$ cat config.mk
export PLATFORM = sky130hd
export DESIGN_NAME = data_pipe
export DESIGN_NICKNAME = d
export VERILOG_FILES = /design/src/rtl/data_pipe_pkg.sv /design/src/rtl/data_pipe_stage.sv /design/src/rtl/data_pipe.sv
export SDC_FILE = /design/constraint.sdc
export NUM_CORES = 1
export LEC_CHECK = 0
export BUFFER_PORTS_ARGS = -buffer_cell sky130_fd_sc_hd__buf_2
export CAP_MARGIN = 20
export CORE_MARGIN = 2
export CORE_UTILIZATION = 40
export DETAILED_ROUTE_END_ITERATION = 10
export SETUP_SLACK_MARGIN = 0.3
export SLEW_MARGIN = 15
export SYNTH_ARGS = -nofsm -noshare
export SYNTH_HDL_FRONTEND = slang
export SYNTH_SLANG_ARGS = --single-unit
$ cat constraint.sdc
create_clock -name clk -period 1.76 [get_ports clk]
set_input_delay 0.176 -clock clk [delete_from_list [all_inputs] [get_ports clk]]
set_output_delay 0.176 -clock clk [all_outputs]
set_load 0.1 [all_outputs]
$ cat src/rtl/data_pipe_pkg.sv
// Shared constants and helpers for the data_pipe pipeline.
package data_pipe_pkg;

    // Largest supported stage count.
    localparam int unsigned DEPTH_MAX = 16;

    // Width of the output transfer counter.
    localparam int unsigned CNT_W = 32;

    // Bits needed to count 0..depth occupied stages.
    function automatic int unsigned occ_width(input int unsigned depth);
        return $clog2(depth + 1);
    endfunction

endpackage

$ cat src/rtl/data_pipe_stage.sv
// One valid/data register slice of data_pipe.
// - The valid bit follows the upstream valid whenever load is high.
// - The data register captures only when a valid word arrives.
// - clr empties the slice and leaves its data untouched.
module data_pipe_stage #(
    parameter int unsigned DATA_W = 8
) (
    input  logic              clk,
    input  logic              rst_n,
    input  logic              clr,
    input  logic              load,
    input  logic              prev_valid,
    input  logic [DATA_W-1:0] prev_data,
    output logic              valid,
    output logic [DATA_W-1:0] data
);

    logic              valid_q;
    logic [DATA_W-1:0] data_q;

    // Valid bit: flush wins over a load.
    always_ff @(posedge clk or negedge rst_n) begin
        if (!rst_n) begin
            valid_q <= 1'b0;
        end else if (clr) begin
            valid_q <= 1'b0;
        end else if (load) begin
            valid_q <= prev_valid;
        end
    end

    // Payload: an empty slot moving in keeps the stale word.
    always_ff @(posedge clk or negedge rst_n) begin
        if (!rst_n) begin
            data_q <= '0;
        end else if (load && prev_valid && !clr) begin
            data_q <= prev_data;
        end
    end

    assign valid = valid_q;
    assign data  = data_q;

endmodule

$ cat src/rtl/data_pipe.sv
// data_pipe: DEPTH-stage valid/ready pipeline with bubble collapsing and a
// synchronous flush. Optional macro DATA_PIPE_CNT_EN adds the occupancy and
// xfer_cnt status outputs.
// out_ready reaches in_ready combinationally through the advance chain; there
// is no skid buffer.
module data_pipe
    import data_pipe_pkg::*;
#(
    parameter int unsigned DATA_W = 8,
    parameter int unsigned DEPTH  = 4
) (
    input  logic                         clk,
    input  logic                         rst_n,
    input  logic                         flush,
    input  logic                         in_valid,
    input  logic [DATA_W-1:0]            in_data,
    output logic                         in_ready,
    output logic                         out_valid,
    output logic [DATA_W-1:0]            out_data,
    input  logic                         out_ready
`ifdef DATA_PIPE_CNT_EN
    ,
    output logic [occ_width(DEPTH)-1:0]  occupancy,
    output logic [CNT_W-1:0]             xfer_cnt
`endif
);

    if (DEPTH < 1 || DEPTH > DEPTH_MAX) begin : g_bad_depth
        $error("data_pipe: DEPTH out of range");
    end

    // adv[i]: stage i may take a new value this cycle.
    logic [DEPTH:0]    adv;
    logic [DEPTH-1:0]  v;
    logic [DATA_W-1:0] d [DEPTH];

    // Advance chain from the consumer back to the producer.
    always_comb begin
        adv        = '0;
        adv[DEPTH] = out_ready;
        for (int i = int'(DEPTH) - 1; i >= 0; i--) begin
            adv[i] = !v[i] || adv[i+1];
        end
    end

    assign in_ready  = adv[0] && !flush;
    assign out_valid = v[DEPTH-1];
    assign out_data  = d[DEPTH-1];

    for (genvar j = 0; j < DEPTH; j++) begin : g_stage
        logic              prev_valid;
        logic [DATA_W-1:0] prev_data;

        if (j == 0) begin : g_head
            assign prev_valid = in_valid;
            assign prev_data  = in_data;
        end else begin : g_body
            assign prev_valid = v[j-1];
            assign prev_data  = d[j-1];
        end

        data_pipe_stage #(
            .DATA_W (DATA_W)
        ) u_stage (
            .clk        (clk),
            .rst_n      (rst_n),
            .clr        (flush),
            .load       (adv[j]),
            .prev_valid (prev_valid),
            .prev_data  (prev_data),
            .valid      (v[j]),
            .data       (d[j])
        );
    end

`ifdef DATA_PIPE_CNT_EN
    localparam int unsigned OCC_W = occ_width(DEPTH);

    logic [CNT_W-1:0] xfer_cnt_q;

    // Population count of the stage valid bits.
    always_comb begin
        occupancy = '0;
        for (int i = 0; i < int'(DEPTH); i++) begin
            occupancy = occupancy + OCC_W'(v[i]);
        end
    end

    // Output transfers since reset; flush does not clear it, wraps naturally.
    always_ff @(posedge clk or negedge rst_n) begin
        if (!rst_n) begin
            xfer_cnt_q <= '0;
        end else if (out_valid && out_ready) begin
            xfer_cnt_q <= xfer_cnt_q + 1'b1;
        end
    end

    assign xfer_cnt = xfer_cnt_q;
`endif

endmodule

* Word-level counts from Yosys, hierarchy flattened
Index checks and enable logic that the tools add are counted.
** Word-level totals
- Flip-flop bits (word level) :: 36
- Input port bits :: 13
- Output and inout port bits :: 10
- Word-level logic and storage cells :: 38
** Operators by class
- Muxes and demuxes :: 8
- Reduce and logical (&&, ||, !) cells :: 22
** Operators by type and width (count)
- logical AND 1 bit :: 9
- 2-to-1 mux 1 bit :: 8
- nonzero test 2 bit :: 4
- logical NOT 1 bit :: 5
- logical OR 1 bit :: 4

* Logic depth before layout (Yosys ltp)
Gate-level depths: netlist (run 1).
- Depth after elaboration :: 7
- Mapped depth :: 5
- Mapped depth without buffers :: 3

* Cells and area by module
From an unflattened synthesis (run 1), not the netlist that was laid out.
** Second synthesis, totals
- Cells, all modules :: 86
- Area, all modules :: 1445.1 µm²
** By module, submodules not included
- data_pipe_stage :: times used 4, cells an instance 20, area an instance 349.1 µm², seq. area each 225.2 µm²
- data_pipe :: times used 1, cells an instance 6, area an instance 48.8 µm², seq. area each 0.0 µm²

* Worst setup path before layout (run 1)
Ideal clock, no wire load.
- Path type :: register to output
- Start :: reg g_stage[3].u_stage.valid_q
- End :: out in_ready
- Arrival :: 2.696 ns
- Data required time :: 1.584 ns
- Slack :: -1.112 ns
- Cell stages (with the launch flop) :: 4
- Path buffers :: 1
- Cells stage by stage :: dfrtp_1 and4b_1 buf_2 a21oi_1
** On the way
- Word-level cells in the longest chain between the ends :: 6
** Ends and longest elaborated chain
- start, declared :: line data_pipe_stage.sv:18 : logic valid_q;
- start signal, assigned :: line data_pipe_stage.sv:28 : valid_q <= prev_valid;
- logical NOT 1 bit :: line data_pipe.sv:42 : adv[i] = !v[i] || adv[i+1];
- logical OR 1 bit (4 in a row) :: line data_pipe.sv:42
- logical AND 1 bit :: line data_pipe.sv:46 : assign in_ready = adv[0] && !flush;
- end, declared :: line data_pipe.sv:17 : output logic in_ready,
Every way passes these cells.

* Final worst setup path (run 1)
Same ends and word-level chain as after synthesis.

==> flow_metrics.env, run 1 <==
export IMPL_synthCells=90
export IMPL_antenna_found_initial=0
export IMPL_synth_seq_cells=36
export IMPL_arrival_ns=1.46
export IMPL_syn_area_um2=1420
export IMPL_coreArea_um2=3360
export IMPL_slowest_delay_ns=0.48
export IMPL_synth_top_family_by_area="multiplexers"
export IMPL_hpwl_um=1570
export IMPL_highest_layer="met4"
export IMPL_io_pins=23
export IMPL_cts_root_buf="clkbuf_4"
export IMPL_drt_pass1_iter_count=2
export IMPL_worst_slew_pin_slew_ns=0.485
export IMPL_power_density_nw_per_um2=1420
export IMPL_drv_cap=0
export IMPL_synth_simple_area_share=0.0441
export IMPL_drive_gt1_frac=0.607
export IMPL_fill_cells=318
export IMPL_critical_path_class="flip-flop to output pin"
export IMPL_gp_congestion=0.667
export IMPL_cts_buffers=5
export IMPL_ant_nets=0
export IMPL_cpLargestDelayFamily="flip-flops"
export IMPL_nets=135
export IMPL_final_setup_tns_ns=0
export IMPL_dr_wl_met3_um=96
export IMPL_grt_pass1_wl_um=3900
export IMPL_vias=796
export IMPL_grt_usage=0.127
export IMPL_rsz0062_at_grt="yes"
export IMPL_whs_ns=0.0769
export IMPL_skew_ns=0.00293
export IMPL_worstPathRequired_ns=1.58
export IMPL_layout_min_cycle_time_ns=1.64
export IMPL_min_delay_start="in_data[4]"
export IMPL_htreeDepth=2
export IMPL_routedWlPerCell_um=13.1
export IMPL_setup_violations=0
export IMPL_area_growth_pct=24.1
export IMPL_grt_overflow=0
export IMPL_die_w_um=63.6
export IMPL_synthAdderAreaFrac=0
export IMPL_wl_met2_um=1050
export IMPL_start_util=0.422
export IMPL_slew_viol_final=0
export IMPL_status="finished clean"
export IMPL_holdPathEnd="g_stage[0].u_stage.data[4]$_DFFE_PN0P_"
export IMPL_wl_met1_um=1010
export IMPL_slew_headroom=0.679
export IMPL_p_total_w=0.00250
export IMPL_ys_seq_area_frac=0.634
export IMPL_antennaDiodeCount=0
export IMPL_syn_avg_cell_area_um2=15.8
export IMPL_hold_class="input pin to flip-flop"
export IMPL_synth_top_area_cell="dfrtp_1"
export IMPL_crit_fanout=3
export IMPL_rows=21
export IMPL_slowest_stage="dfrtp_4"
export IMPL_cts_tree="yes"
export IMPL_synth_fp_nets=103
export IMPL_period_share=0.930
export IMPL_startpoint_type="flip-flop"
export IMPL_cts_sink_count=36
export IMPL_hold_path_cell_count=2
export IMPL_max_freq_mhz=611
export IMPL_clk_latency_ns=0.32
export IMPL_via_per_inst=4.74
export IMPL_r2r_start="g_stage[3].u_stage.valid$_DFFE_PN0P_"
export IMPL_postLayoutCoreUtil=0.524
export IMPL_drt_initial_drc_count=11
export IMPL_die_h_um=63.6
export IMPL_grt_pass1_vias=812
export IMPL_grt_max_degree=23
export IMPL_leakagePower_nw=0.872
export IMPL_endpoint_kind="output pin"
export IMPL_die_area_um2=4040
export IMPL_ff2ff_setup_slack_ns=0.15
export IMPL_synth_xor_area_frac=0
export IMPL_synth_top_area_frac=0.634
export IMPL_synth_area_mux_share=0.275
export IMPL_synth_top_cells_by_area="dfrtp_1 (63%), mux2_2 (19%), mux2_4 (8.5%), nor2_1 (1.6%), or3b_1 (1.2%)"
export IMPL_synth_cell_type_count=15
export IMPL_clk_pin_slew_ns=0.10
export IMPL_io_buffers=22
export IMPL_ctsLongestPathBuffers=2
export IMPL_worstPathCellList="and4b_1 -> buf_6 -> a21oi_4 -> buf_12"
export IMPL_critPathBufInv=2
export IMPL_reg2reg_to="g_stage[3].u_stage.data[5]$_DFFE_PN0P_"
export IMPL_drt_wl_total_um=2200
export IMPL_synth_compound_gate_area_share=0.0238
export IMPL_finalHoldViolCount=0
export IMPL_drc=0
export IMPL_ys_warn_count=0
export IMPL_ir_drop_uv=588
export IMPL_reg2reg_depth=4
## placed cells by master (no fill, tap or decap), drive strengths merged
| master | count |
|---|---|
| mux2 | 32 |
| nor2 | 6 |
| nor2b | 1 |
| or3b | 2 |
| dfrtp | 36 |
| and4b | 1 |
| clkbuf | 7 |
| nand2b | 1 |
| clkinv | 1 |
| a21oi | 4 |
| inv | 1 |
| dlygate4sd3 | 1 |
| a211o | 1 |
| buf | 28 |
## state kept, by name, summed over array words and instances (netlist names)
name                   flops
g_stage.u_stage.data      32
g_stage.u_stage.valid      4
## cells in the mapped netlist
cell       n
mux2_2    24
nand2b_1   1
a211o_2    1
and4b_1    1
dfrtp_1   36
mux2_4     8
buf_6      1
clkbuf_1   2
a21oi_2    1
nor2_1     6
a21oi_1    3
or3b_1     2
buf_2      2
inv_1      1
nor2b_1    1
## power by group
part           internal, W  leakage [nW]  switching (W)
Clock             0.000147        0.0281       0.000247
Combinational     0.000292         0.402       0.000644
Sequential         0.00105         0.443       0.000121
Total              0.00149         0.872        0.00101
## metrics by stage
| stage | instance area [um2] | std cells | setup slack (ns) |
|---|---|---|---|
| 3_3_place_gp | 1620 | 157 | 0.0726 |
| 4_1_cts | 1760 | 168 | 0.114 |
| 2_1_floorplan | 1450 | 90 | -0.120 |
| 6_report | 1760 | 168 | 0.123 |
| 5_1_grt | 1760 | 168 | 0.0675 |
| 3_5_place_dp | 1620 | 157 | 0.0569 |
## final cells by class
cell class / instances / area [um2] / area share
sequential: 36 / 905 / 0.513
clock inverter: 1 / 5.00 / 0.00284
clock buffer: 6 / 41.3 / 0.0234
timing repair buffer: 30 / 198 / 0.112
multi-input combinational: 48 / 552 / 0.313
tap: 46 / 57.6 / 0.0327
inverter: 1 / 3.75 / 0.00213
## repair_timing
item,CTS,global route
hold buffers,1,0
gates resized for setup,15,1
hold endpoints to repair,20,0
gates cloned,0,0
setup endpoints to repair,33,34
setup buffers,3,0
pin swaps,4,1
## worst register-to-register path, stage by stage (launching register included)
cell	delay (ns)
dfrtp_4	0.48
buf_4	0.14
nor2b_4	0.13
or3b_4	0.44
mux2_4	0.32
## how the worst max path moves through the flow
stage	start	to	slack [ns]	depth (start not counted)
5_1_grt	g_stage[3].u_stage.valid$_DFFE_PN0P_	in_ready	0.07	4
3_3_place_gp	g_stage[3].u_stage.valid$_DFFE_PN0P_	g_stage[1].u_stage.data[7]$_DFFE_PN0P_	0.07	3
2_1_floorplan	g_stage[3].u_stage.valid$_DFFE_PN0P_	g_stage[1].u_stage.data[0]$_DFFE_PN0P_	-0.12	5
4_1_cts	g_stage[3].u_stage.valid$_DFFE_PN0P_	in_ready	0.11	4
3_5_place_dp	g_stage[3].u_stage.valid$_DFFE_PN0P_	g_stage[1].u_stage.data[6]$_DFFE_PN0P_	0.06	3
6_report	g_stage[3].u_stage.valid$_DFFE_PN0P_	in_ready	0.12	4
## metal layers
| layer | vias to the layer above | GRT usage |
|---|---|---|
| li1 | 379 | - |
| met1 | 393 | 0.163 |
| met2 | 18 | 0.199 |
| met3 | 6 | 0.0321 |
| met4 | 0 | 0.0652 |
| met5 | - | 0 |
## cells by family (layout without fill, tap and decap cells)
logic type,after synthesis,count (layout)
AO/OA/AOI/OAI,5,5
flip-flops,36,36
multiplexers,32,32
AND/OR/NAND/NOR,11,11
buffers and inverters,6,38
No activity file was read; power rests on OpenSTA's default activity.
==> run 2, diff against run 1 <==
Settings changed: CORE_ASPECT_RATIO set to 2.
==> run 2 against run 1 <==
Net effect:
- first-iteration DRC count is 9.1% lower
- worst hold slack improved by 0.042 ns
- setup slack better by 0.044 ns
- count of clock-buffer cells in the layout unchanged
- power is 7.4% higher
- global-route usage up 1.3 points
- fmax increased by 2.7%
- design area up 1.2%
- clock skew rose by 0.0037 ns
- sequential power hardly changed
==> flow_metrics.env, run 2 (synthesis gave the netlist of run 1 again) <==
export IMPL_antenna_found_initial=0
export IMPL_pwr_share_seq=0.433
export IMPL_hold_class="input pin to flip-flop"
export IMPL_finalHoldViolCount=0
export IMPL_period_share=0.905
export IMPL_power_frac_comb=0.347
export IMPL_layout_min_cycle_time_ns=1.59
export IMPL_final_common_cell="dfrtp_1"
export IMPL_max_freq_mhz=627
export IMPL_final_cell_mix="dfrtp_1 (35), buf_2 (21), mux2_2 (16), mux2_4 (16)"
export IMPL_drv_cap=0
export IMPL_hold_path_cell_count=2
export IMPL_worstPathRequired_ns=1.58
export IMPL_io_buffers=22
export IMPL_endpoint_kind="output pin"
export IMPL_drt_initial_drc_count=10
export IMPL_gp_congestion=0.651
export IMPL_nets=134
export IMPL_routedWlPerCell_um=15.0
export IMPL_grt_pass1_vias=822
export IMPL_coreArea_um2=3380
export IMPL_cts_root_buf="clkbuf_8"
export IMPL_grt_usage=0.140
export IMPL_antennaDiodeCount=0
export IMPL_die_w_um=46.1
export IMPL_leakagePower_nw=0.889
export IMPL_cts_sink_count=36
export IMPL_r2r_start="g_stage[3].u_stage.valid$_DFFE_PN0P_"
export IMPL_holdPathEnd="g_stage[0].u_stage.data[5]$_DFFE_PN0P_"
export IMPL_status="finished clean"
export IMPL_ff2ff_setup_slack_ns=0.18
export IMPL_power_internal_w=0.00165
export IMPL_clock_power_share=0.220
export IMPL_clk_latency_ns=0.29
export IMPL_grt_overflow=0
export IMPL_die_h_um=88.3
export IMPL_hpwl_um=1660
export IMPL_min_delay_start="in_data[5]"
export IMPL_cts_buffers=5
export IMPL_reg2reg_to="g_stage[1].u_stage.data[1]$_DFFE_PN0P_"
export IMPL_clk_pin_slew_ns=0.07
export IMPL_area_growth_pct=25.6
export IMPL_startpoint_type="flip-flop"
export IMPL_ant_nets=0
export IMPL_fill_cells=296
export IMPL_arrival_ns=1.42
export IMPL_htreeDepth=2
export IMPL_critical_path_class="flip-flop to output pin"
export IMPL_drt_wl_total_um=2310
export IMPL_final_area_um2=1780
export IMPL_ctsLongestPathBuffers=2
export IMPL_power_density_nw_per_um2=1510
export IMPL_slew_headroom=0.677
export IMPL_drc=0
export IMPL_fin_ws_ns=0.166
export IMPL_ir_drop_uv=705
export IMPL_via_per_inst=5.19
export IMPL_switching_share=0.385
export IMPL_skew_ns=0.00659
export IMPL_rows=30
export IMPL_rsz0062_at_grt="yes"
export IMPL_crit_fanout=3
export IMPL_vias=799
export IMPL_drive_gt1_frac=0.615
export IMPL_power_switching_w=0.00104
export IMPL_drt_pass1_iter_count=2
export IMPL_cts_tree="yes"
export IMPL_slew_viol_final=0
export IMPL_dpl_worst_slack_ns=0.0353
export IMPL_io_pins=23
export IMPL_start_util=0.420
export IMPL_die_area_um2=4070
export IMPL_setup_violations=0
export IMPL_reg2reg_depth=3
export IMPL_worst_slew_pin_slew_ns=0.488
export IMPL_place_area_um2=1600
export IMPL_grt_pass1_wl_um=3930
export IMPL_largest_register_ffs=32
export IMPL_grt_max_degree=21
## run 2: cell count changes in the layout (fill, tap and decap cells not counted)
cell      before  now
clkbuf_4       6    0
clkbuf_8       0    6
a21oi_2        1    0
a21oi_4        1    2
buf_2         20   21
buf_4          5    4
buf_6          2    1
buf_8          0    1
clkbuf_1       1    0
clkinv_2       1    2
mux2_2        15   16
mux2_4        17   16
nor2b_2        0    1
nor2b_4        1    0
## run 2: timing repair
action,in CTS,in global routing
pin swaps,3,1
hold buffers,1,0
endpoints found under the hold margin,16,0
gates resized for setup,13,2
endpoints found under the setup margin,33,33
setup buffers,0,3
## run 2: worst max path at each step
stage                                              start                                endpoint  slack, ns  cells past startpoint
finish              g_stage[3].u_stage.valid$_DFFE_PN0P_                                in_ready       0.17                      4
global route        g_stage[3].u_stage.valid$_DFFE_PN0P_                                in_ready       0.11                      4
CTS                 g_stage[3].u_stage.valid$_DFFE_PN0P_                                in_ready       0.15                      4
detailed placement  g_stage[3].u_stage.valid$_DFFE_PN0P_  g_stage[1].u_stage.data[6]$_DFFE_PN0P_       0.04                      3
global placement    g_stage[3].u_stage.valid$_DFFE_PN0P_  g_stage[1].u_stage.data[7]$_DFFE_PN0P_       0.07                      3
floorplan           g_stage[3].u_stage.valid$_DFFE_PN0P_  g_stage[1].u_stage.data[0]$_DFFE_PN0P_      -0.12                      5
## run 2: layout make-up
type,count,area [um2],area share
Clock buffer,6,82.6,0.0463
Clock inverter,2,10.0,0.00561
Inverter,1,3.75,0.00211
Multi-Input combinational cell,48,551,0.309
Sequential cell,36,905,0.507
Tap cell,32,40.0,0.0225
Timing Repair Buffer,29,191,0.107
## run 2: power groups by stage
stage                     Sequential (W)  Clock, W  Combinational (W)
final                            0.00116  0.000591           0.000934
after global routing             0.00120  0.000645           0.000978
after CTS                        0.00117  0.000613           0.000938
after detailed placement         0.00119         0           0.000913
after global placement           0.00117         0           0.000895
after floorplan                  0.00166         0           0.000263
## run 2: routing by layer
layer  global-route usage  up-vias  share of wire
li1                     -      370              -
met1                0.165      403           0.39
met2                0.215       20           0.55
met3               0.0367        6          0.041
met4               0.0935        0          0.025
met5                    0        -              0
## run 2: stage by stage
stage          TNS, ns  power (W)   util  hold WS [ns]  cells
3_5_place_dp         0    0.00210  0.473         0.117    142
3_3_place_gp         0    0.00207  0.473         0.102    142
5_1_grt              0    0.00282  0.528         0.113    154
4_1_cts              0    0.00272  0.518         0.108    151
6_report             0    0.00269  0.528         0.119    154
2_1_floorplan   -0.961    0.00192      -        -0.120     90
## run 2: worst max-delay path: stages (launching register included)
cell and delay [ns]:
dfrtp_4 0.47, and4b_1 0.20, buf_6 0.14, a21oi_4 0.14, buf_12 0.19
==> run 3, diff against run 2 <==
Settings changed: CORE_MARGIN 2 to 3, CORE_UTILIZATION 40 to 33.
==> run 3 against run 2 <==
Net effect:
- critical path depth unchanged
- utilization down 9.4 points
- flip-flop and latch count stayed put
- die area is 27% higher
- worst hold slack better by 0.0045 ns
- sequential share of layout area is 0.28 points lower
- largest cell class unchanged
==> flow_metrics.env, run 3 (synthesis gave the netlist of run 1 again) <==
export IMPL_status="finished clean"
export IMPL_grt_pass1_wl_um=4370
export IMPL_clk_latency_ns=0.28
export IMPL_postLayoutCoreUtil=0.434
export IMPL_drt_pass1_iter_count=4
export IMPL_io_buffers=22
export IMPL_cts_root_buf="clkbuf_8"
export IMPL_slew_viol_final=0
export IMPL_min_delay_start="in_valid"
export IMPL_slew_headroom=0.677
export IMPL_critical_path_class="flip-flop to output pin"
export IMPL_grt_max_degree=20
export IMPL_cts_sink_count=36
export IMPL_drive_gt1_frac=0.608
export IMPL_antennaDiodeCount=0
export IMPL_ir_drop_uv=609
export IMPL_r2r_start="g_stage[3].u_stage.valid$_DFFE_PN0P_"
export IMPL_grt_pass1_vias=932
export IMPL_worst_slew_pin_slew_ns=0.487
export IMPL_gp_congestion=0.657
export IMPL_hpwl_um=1830
export IMPL_layout_min_cycle_time_ns=1.59
export IMPL_area_growth_pct=26.3
export IMPL_hold_path_cell_count=3
export IMPL_hold_class="input pin to flip-flop"
export IMPL_drt_wl_total_um=2450
export IMPL_io_pins=23
export IMPL_die_area_um2=5170
export IMPL_clk_pin_slew_ns=0.07
export IMPL_worstPathRequired_ns=1.58
export IMPL_startpoint_type="flip-flop"
export IMPL_vias=800
export IMPL_ant_nets=0
export IMPL_start_util=0.344
export IMPL_leakagePower_nw=0.880
export IMPL_p_total_w=0.00271
export IMPL_max_freq_mhz=628
export IMPL_slowest_stage="dfrtp_4"
export IMPL_period_share=0.905
export IMPL_final_cell_mix="dfrtp_1 (35), buf_2 (21), mux2_2 (16), mux2_4 (16), clkbuf_8 (7)"
export IMPL_ctsLongestPathBuffers=2
export IMPL_routedWlPerCell_um=14.3
export IMPL_die_h_um=98.8
export IMPL_cts_tree="yes"
export IMPL_nets=133
export IMPL_finalHoldViolCount=0
export IMPL_drv_cap=0
export IMPL_final_common_cell="dfrtp_1"
export IMPL_ff2ff_setup_slack_ns=0.17
export IMPL_die_w_um=52.4
export IMPL_drc=0
export IMPL_grt_usage=0.117
export IMPL_coreArea_um2=4130
export IMPL_endpoint_kind="output pin"
export IMPL_slowest_delay_ns=0.48
export IMPL_holdPathEnd="g_stage[0].u_stage.valid$_DFFE_PN0P_"
export IMPL_setup_violations=0
export IMPL_rows=33
export IMPL_power_density_nw_per_um2=1510
export IMPL_cpLargestDelayFamily="flip-flops"
export IMPL_place_area_um2=1630
export IMPL_via_per_inst=4.65
export IMPL_grt_overflow=0
export IMPL_reg2reg_depth=3
export IMPL_drt_initial_drc_count=4
export IMPL_cts_buffers=5
export IMPL_crit_fanout=3
export IMPL_htreeDepth=2
export IMPL_largest_register_ffs=32
export IMPL_worstPathCellList="and4b_1 -> buf_6 -> a21oi_4 -> buf_12"
export IMPL_final_area_um2=1790
export IMPL_critPathBufInv=2
export IMPL_rsz0062_at_grt="yes"
export IMPL_arrival_ns=1.42
export IMPL_antenna_found_initial=0
export IMPL_skew_ns=0.00595
export IMPL_reg2reg_to="g_stage[1].u_stage.data[4]$_DFFE_PN0P_"
## run 3: changes by cell type in the layout (fill, tap and decap cells not counted)
cell      delta
clkinv_2     -2
a21oi_4      -1
buf_8        -1
clkbuf_8     +1
buf_6        +1
buf_4        -1
a21oi_2      +1
## run 3: cell type report
cell class | instances | area (um2)
fill | 393 | 2340
tap | 52 | 65.1
timing repair buffer | 28 | 180
sequential | 36 | 905
inverter | 1 | 3.75
multi-input combinational | 48 | 543
clock buffer | 7 | 96.3
## run 3: how the worst max path moves through the flow
stage	start	to	slack [ns]	cells past startpoint
CTS	g_stage[3].u_stage.valid$_DFFE_PN0P_	in_ready	0.15	4
finish	g_stage[3].u_stage.valid$_DFFE_PN0P_	in_ready	0.17	4
detailed placement	g_stage[3].u_stage.valid$_DFFE_PN0P_	g_stage[1].u_stage.data[2]$_DFFE_PN0P_	0.03	3
global placement	g_stage[3].u_stage.valid$_DFFE_PN0P_	g_stage[1].u_stage.data[7]$_DFFE_PN0P_	0.09	3
floorplan	g_stage[3].u_stage.valid$_DFFE_PN0P_	g_stage[1].u_stage.data[0]$_DFFE_PN0P_	-0.12	5
global route	g_stage[3].u_stage.valid$_DFFE_PN0P_	in_ready	0.12	4
## run 3: through the flow
| step | hold WS [ns] | std cells | setup slack [ns] | TNS, ns |
|---|---|---|---|---|
| 2_1_floorplan | -0.120 | 90 | -0.120 | -0.961 |
| 3_3_place_gp | 0.123 | 163 | 0.0903 | 0 |
| 3_5_place_dp | 0.128 | 163 | 0.0296 | 0 |
| 4_1_cts | 0.118 | 172 | 0.152 | 0 |
| 5_1_grt | 0.110 | 172 | 0.125 | 0 |
| 6_report | 0.124 | 172 | 0.168 | 0 |
## run 3: routing by layer
layer / GRT usage / part of all wire
met2: 0.200 / 0.58
met3: 0.0318 / 0.040
met1: 0.119 / 0.35
met5: 0 / 0
met4: 0.0709 / 0.030
## run 3: tightest hold or removal path: stages
cell	delay, ns
buf_2	0.09
a21oi_1	0.03
nor2_1	0.07
## run 3: repair_timing
item / 4_1_cts / 5_1_grt
resized for setup: 13 / 0
buffers inserted: 1 / 0
hold buffers: 1 / 0
endpoints found under the setup margin: 33 / 33
pin swaps: 3 / 0
hold endpoints to repair: 17 / 0
## run 3: where the power goes
group	total, W	switching, W	internal [W]
Sequential	0.00117	0.000115	0.00105
Clock	0.000607	0.000259	0.000348
Combinational	0.000932	0.000647	0.000286
Total	0.00271	0.00102	0.00169
